**src/rtl/seq_divider_nr.sv**
```systemverilog
// seq_divider_nr: sequential radix-2 non-restoring integer divider.
// One quotient bit per clock; WIDTH+1 cycles from accepted start to done
// (1 cycle for divide-by-zero). Start/done handshake matches the sequential
// Booth multiplier.
// Build option: define SEQ_DIV_SIGNED_EN for signed two's-complement
// operation (quotient truncates toward zero, remainder takes the dividend's
// sign). Without it the divider is purely unsigned.
module seq_divider_nr #(
    parameter int WIDTH = 8
) (
    input  logic             clk,
    input  logic             rst,
    input  logic             start,
    input  logic [WIDTH-1:0] dividend,
    input  logic [WIDTH-1:0] divisor,
    output logic [WIDTH-1:0] quotient,
    output logic [WIDTH-1:0] remainder,
    output logic             busy,
    output logic             done,
    output logic             div_by_zero
);

    localparam int CW = $clog2(WIDTH + 1);

    typedef enum logic [1:0] {IDLE, CALC, FIX, DONE} state_t;

    state_t           state_q, state_d;
    logic [CW-1:0]    count_q, count_d;
    logic [WIDTH:0]   r_q, r_d;        // signed partial remainder, one guard bit
    logic [WIDTH-1:0] q_q, q_d;        // dividend magnitude shifting out, quotient shifting in
    logic [WIDTH-1:0] d_q, d_d;        // divisor magnitude
    logic [WIDTH-1:0] dvd_q, dvd_d;    // raw dividend, returned as remainder on divide-by-zero
    logic [WIDTH-1:0] quo_q, quo_d;
    logic [WIDTH-1:0] rem_q, rem_d;
    logic             busy_q, busy_d;
    logic             done_q, done_d;
    logic             dbz_q, dbz_d;
`ifdef SEQ_DIV_SIGNED_EN
    logic             qneg_q, qneg_d;
    logic             rneg_q, rneg_d;
`endif

    // Operand magnitudes; the most-negative value maps to 2^(WIDTH-1),
    // which still fits as a WIDTH-bit unsigned number.
    logic [WIDTH-1:0] mag_dvd, mag_dvs;
`ifdef SEQ_DIV_SIGNED_EN
    assign mag_dvd = dividend[WIDTH-1] ? -dividend : dividend;
    assign mag_dvs = divisor[WIDTH-1]  ? -divisor  : divisor;
`else
    assign mag_dvd = dividend;
    assign mag_dvs = divisor;
`endif

    // One non-restoring step: shift {R,Q} left, then subtract D when the old
    // R is non-negative, add D otherwise. The true result always lies in
    // [-D, D), so WIDTH+1-bit modular arithmetic is exact.
    logic [WIDTH:0]   r_sh, r_new;
    logic [WIDTH-1:0] r_fix;
    assign r_sh  = {r_q[WIDTH-1:0], q_q[WIDTH-1]};
    assign r_new = r_q[WIDTH] ? (r_sh + {1'b0, d_q}) : (r_sh - {1'b0, d_q});
    // Final correction: a negative remainder gets D added back once.
    assign r_fix = r_q[WIDTH-1:0] + (r_q[WIDTH] ? d_q : '0);

    // Next-state and datapath update for the IDLE/CALC/FIX/DONE sequence.
    always_comb begin
        state_d = state_q;
        count_d = count_q;
        r_d     = r_q;
        q_d     = q_q;
        d_d     = d_q;
        dvd_d   = dvd_q;
        quo_d   = quo_q;
        rem_d   = rem_q;
        busy_d  = busy_q;
        done_d  = done_q;
        dbz_d   = dbz_q;
`ifdef SEQ_DIV_SIGNED_EN
        qneg_d  = qneg_q;
        rneg_d  = rneg_q;
`endif
        case (state_q)
            IDLE, DONE: begin
                if (start) begin
                    r_d     = '0;
                    q_d     = mag_dvd;
                    d_d     = mag_dvs;
                    dvd_d   = dividend;
                    count_d = CW'(WIDTH);
                    busy_d  = 1'b1;
                    done_d  = 1'b0;
                    dbz_d   = 1'b0;
`ifdef SEQ_DIV_SIGNED_EN
                    qneg_d  = dividend[WIDTH-1] ^ divisor[WIDTH-1];
                    rneg_d  = dividend[WIDTH-1];
`endif
                    state_d = (divisor == '0) ? FIX : CALC;
                end
            end
            CALC: begin
                r_d     = r_new;
                q_d     = {q_q[WIDTH-2:0], ~r_new[WIDTH]};
                count_d = count_q - CW'(1);
                if (count_q == CW'(1)) state_d = FIX;
            end
            FIX: begin
                if (d_q == '0) begin
                    quo_d = '1;
                    rem_d = dvd_q;
                    dbz_d = 1'b1;
                end else begin
`ifdef SEQ_DIV_SIGNED_EN
                    quo_d = qneg_q ? -q_q : q_q;
                    rem_d = rneg_q ? -r_fix : r_fix;
`else
                    quo_d = q_q;
                    rem_d = r_fix;
`endif
                end
                busy_d  = 1'b0;
                done_d  = 1'b1;
                state_d = DONE;
            end
            default: state_d = IDLE;
        endcase
    end

    // State and datapath registers; reset clears everything immediately.
    always_ff @(posedge clk or posedge rst) begin
        if (rst) begin
            state_q <= IDLE;
            count_q <= '0;
            r_q     <= '0;
            q_q     <= '0;
            d_q     <= '0;
            dvd_q   <= '0;
            quo_q   <= '0;
            rem_q   <= '0;
            busy_q  <= 1'b0;
            done_q  <= 1'b0;
            dbz_q   <= 1'b0;
`ifdef SEQ_DIV_SIGNED_EN
            qneg_q  <= 1'b0;
            rneg_q  <= 1'b0;
`endif
        end else begin
            state_q <= state_d;
            count_q <= count_d;
            r_q     <= r_d;
            q_q     <= q_d;
            d_q     <= d_d;
            dvd_q   <= dvd_d;
            quo_q   <= quo_d;
            rem_q   <= rem_d;
            busy_q  <= busy_d;
            done_q  <= done_d;
            dbz_q   <= dbz_d;
`ifdef SEQ_DIV_SIGNED_EN
            qneg_q  <= qneg_d;
            rneg_q  <= rneg_d;
`endif
        end
    end

    assign quotient    = quo_q;
    assign remainder   = rem_q;
    assign busy        = busy_q;
    assign done        = done_q;
    assign div_by_zero = dbz_q;

endmodule
```
**config.mk**
```make
export PLATFORM = sky130hd
export DESIGN_NAME = seq_divider_nr
export DESIGN_NICKNAME = d
export VERILOG_FILES = /design/src/rtl/seq_divider_nr.sv
export SDC_FILE = /design/constraint.sdc
export NUM_CORES = 1
export LEC_CHECK = 0
export ABC_AREA = 1
export BUFFER_PORTS_ARGS = -buffer_cell sky130_fd_sc_hd__buf_2
export CAP_MARGIN = 25
export CORE_MARGIN = 2
export CORE_UTILIZATION = 40
export CTS_BUF_LIST = sky130_fd_sc_hd__clkbuf_2 sky130_fd_sc_hd__clkbuf_4 sky130_fd_sc_hd__clkbuf_8
export DETAILED_ROUTE_END_ITERATION = 7
export PLACE_DENSITY_LB_ADDON = 0.05
export SETUP_SLACK_MARGIN = 0.3
export SYNTH_ARGS = -nofsm -noshare
export SYNTH_HDL_FRONTEND = slang
export SYNTH_SLANG_ARGS = --single-unit
```
**constraint.sdc**
```tcl
create_clock -name clk -period 6.37 [get_ports clk]
set_input_delay 1.274 -clock clk [delete_from_list [all_inputs] [get_ports clk]]
set_output_delay 1.274 -clock clk [all_outputs]
set_load 0.05 [all_outputs]
```
==> metrics.cfg <==
[finish]
fillers=890
drive_gt1_frac=0.143
diodes=0
syn_to_final_growth_pct=12.9
final_cell_mix=nand2_1 (122), inv_1 (60), dfrtp_1 (58)
final_common_cell=nand2_1
final_net_count=519

[clock_network]
htreeDepth=3
hold_buffers=0
cts_buffers=9
root_buffer=clkbuf_8
cts_tree=yes
cts.sinks=58
cts_setup_buffers=0
post_cts_resized=0
cts_buffer_depth=2
clk_pin_slew_ns=0.07
clk-insertion-delay-late_ns=0.34

[drt]
remaining_drc_errors=0
drt_iter0_markers=86
route.final.wire_length_mm=7.70
ant_nets=0
dr_total_vias=2802
dr.pass1.iters=4
post_drt_wl_per_cell_um=13.1
via_per_inst=4.77

[worst_setup_path]
cp_top_family=simple AND/OR/NAND/NOR gates
cpPeakStageDelay_ns=0.66
reg2reg_slack_ns=3.81
crit_type=in -> reg
crit_slowest_cell=nand2_1
cp_common_cell=nand2_1
startpoint=start
cp_num_buf_inv=3
r2r_start=state_q[0]$_DFFE_PP0P_
worstPathArrival_ns=3.02
crit_required_ns=6.65
crit_path_end_kind=flop
cp-start-kind=input port
cp_max_fo=30
worstPathCellList=buf_2 -> nand2_1 -> o21ai_2 -> inv_2 -> nand2_1 -> nand2_1 -> nand2_1 -> inv_1

[synth]
synth-seq-cells=58
yosysSeqAreaShare=0.429
synthCells=440
synth_warnings=0
syn-num-nets=481
synth-edff-count=0
syn-cell-area_mm2=0.00339
synth_flop_cell=dfrtp_1
syn_area_per_cell_um2=7.69
async_reset_ff_frac=1.00
post_synth_num_cell_types=37

[global_routing]
grt.total_usage=0.186
grt_max_degree=59
grt_antenna_before_repair=0
grt_pass1_wl_mm=13.0
grt.overflow.total=0
grt_pass1_vias=2665

[floorplanning]
start_util=0.412
die-area_mm2=0.00922
num_rows=33
coreArea_mm2=0.00822
die_h_um=96
die_w_um=96
io_pins=38

[flow_run]
cap_violations=0

[timing]
finalMaxSlewViolations=0
hold_violations=0
finalSetupViolCount=0
fin_tns_setup_ns=0
skew_ns=0.0102
fin_crit_ns=2.74
fmaxAchievable_mhz=365
slew_headroom=0.393
worst_pin_slew_ns=0.909
fin_crit_sh=0.430
rsz0062_at_grt=false

[place]
routabilityCongestion=0.849
numPortBuffers=37
dp_hpwl_mm=5.79

[status]
status=finished clean

[worst_hold_path]
hp-class=reg -> reg
hp-start=remainder[5]$_DFFE_PP0P_

state kept, by name, indices dropped and copies added (netlist names):
name,cells
r_q,9
d_q,8
q_q,8
busy,1
dvd_q,8
state_q,2
done,1
quotient,8
count_q,4
remainder,8
div_by_zero,1
per-stage QoR:
step / hold WS, ns / cell area (µm²) / cells / utilization / setup WS (ns)
CTS: 0.485 / 3820 / 588 / 0.465 / 3.64
detailed placement: 0.466 / 3640 / 572 / 0.443 / 3.28
finish: 0.480 / 3820 / 588 / 0.465 / 3.63
floorplan: 0.449 / 3390 / 440 / - / 3.67
global placement: 0.457 / 3640 / 572 / 0.443 / 3.31
global route: 0.504 / 3820 / 588 / 0.465 / 3.38
Yosys cell counts (3+ instances only):
library cell,number,area share
inv_2,4,0.0044
xor2_1,8,0.021
nand3_1,24,0.035
xnor2_1,3,0.0078
o21ai_0,32,0.047
clkbuf_1,4,0.0044
dfrtp_1,58,0.43
a31oi_1,6,0.011
inv_1,61,0.068
nand2_1,122,0.14
buf_2,5,0.0074
o211ai_1,5,0.011
ha_1,20,0.074
nor2_1,37,0.041
a21oi_1,23,0.034
layer usage:
layer | global-route usage | part of all wire | vias to the layer above
met1 | 0.260 | 0.50 | 1270
li1 | - | - | 1475
met5 | 0 | 0 | -
met3 | 0.0376 | 0.035 | 10
met4 | 0.0619 | 0.015 | 0
met2 | 0.289 | 0.45 | 47
layout make-up:
class | instances | area (µm²) | area share
Clock buffer | 10 | 138 | 0.0360
Clock inverter | 6 | 41.3 | 0.0108
Inverter | 66 | 248 | 0.0648
Multi-Input combinational cell | 304 | 1610 | 0.422
Sequential cell | 58 | 1450 | 0.380
Tap cell | 105 | 131 | 0.0344
Timing Repair Buffer | 39 | 200 | 0.0524
path summary, 6_finish.rpt:
| path | end | cells past startpoint |
|---|---|---|
| max | q_q[0]$_DFFE_PP0P_ | 8 |
| min | remainder[5]$_DFFE_PP0P_ | 2 |
| max reg2reg | q_q[0]$_DFFE_PP0P_ | 9 |
| min reg2reg | remainder[5]$_DFFE_PP0P_ | 2 |
| max in group asynchronous | remainder[1]$_DFFE_PP0P_ | 3 |
| min in group asynchronous | state_q[0]$_DFFE_PP0P_ | 3 |
worst register-to-register path: cells and delay by family, from the launching register on:
kind | cells | cell delay, ns
AOI/OAI and AO/OA | 1 | 0.60
adders and majority gates | 1 | 0.38
buffers and inverters | 3 | 0.32
DFF | 1 | 0.37
and+or+nand+nor | 4 | 0.79
logic make-up (layout without fill, tap and decap cells):
kind of cell / Yosys count / count (layout) / share of synthesized area
AOI/OAI and AO/OA: 77 / 77 / 0.128
adders and majority gates: 22 / 22 / 0.0857
DFF: 58 / 58 / 0.429
buffers and inverters: 78 / 121 / 0.0950
and+or+nand+nor: 194 / 194 / 0.234
xor gates and xnor gates: 11 / 11 / 0.0285
Power is left out: the tool's default activity adds up to more than one toggle a clock period on the data nets, which glitch-free logic cannot reach.
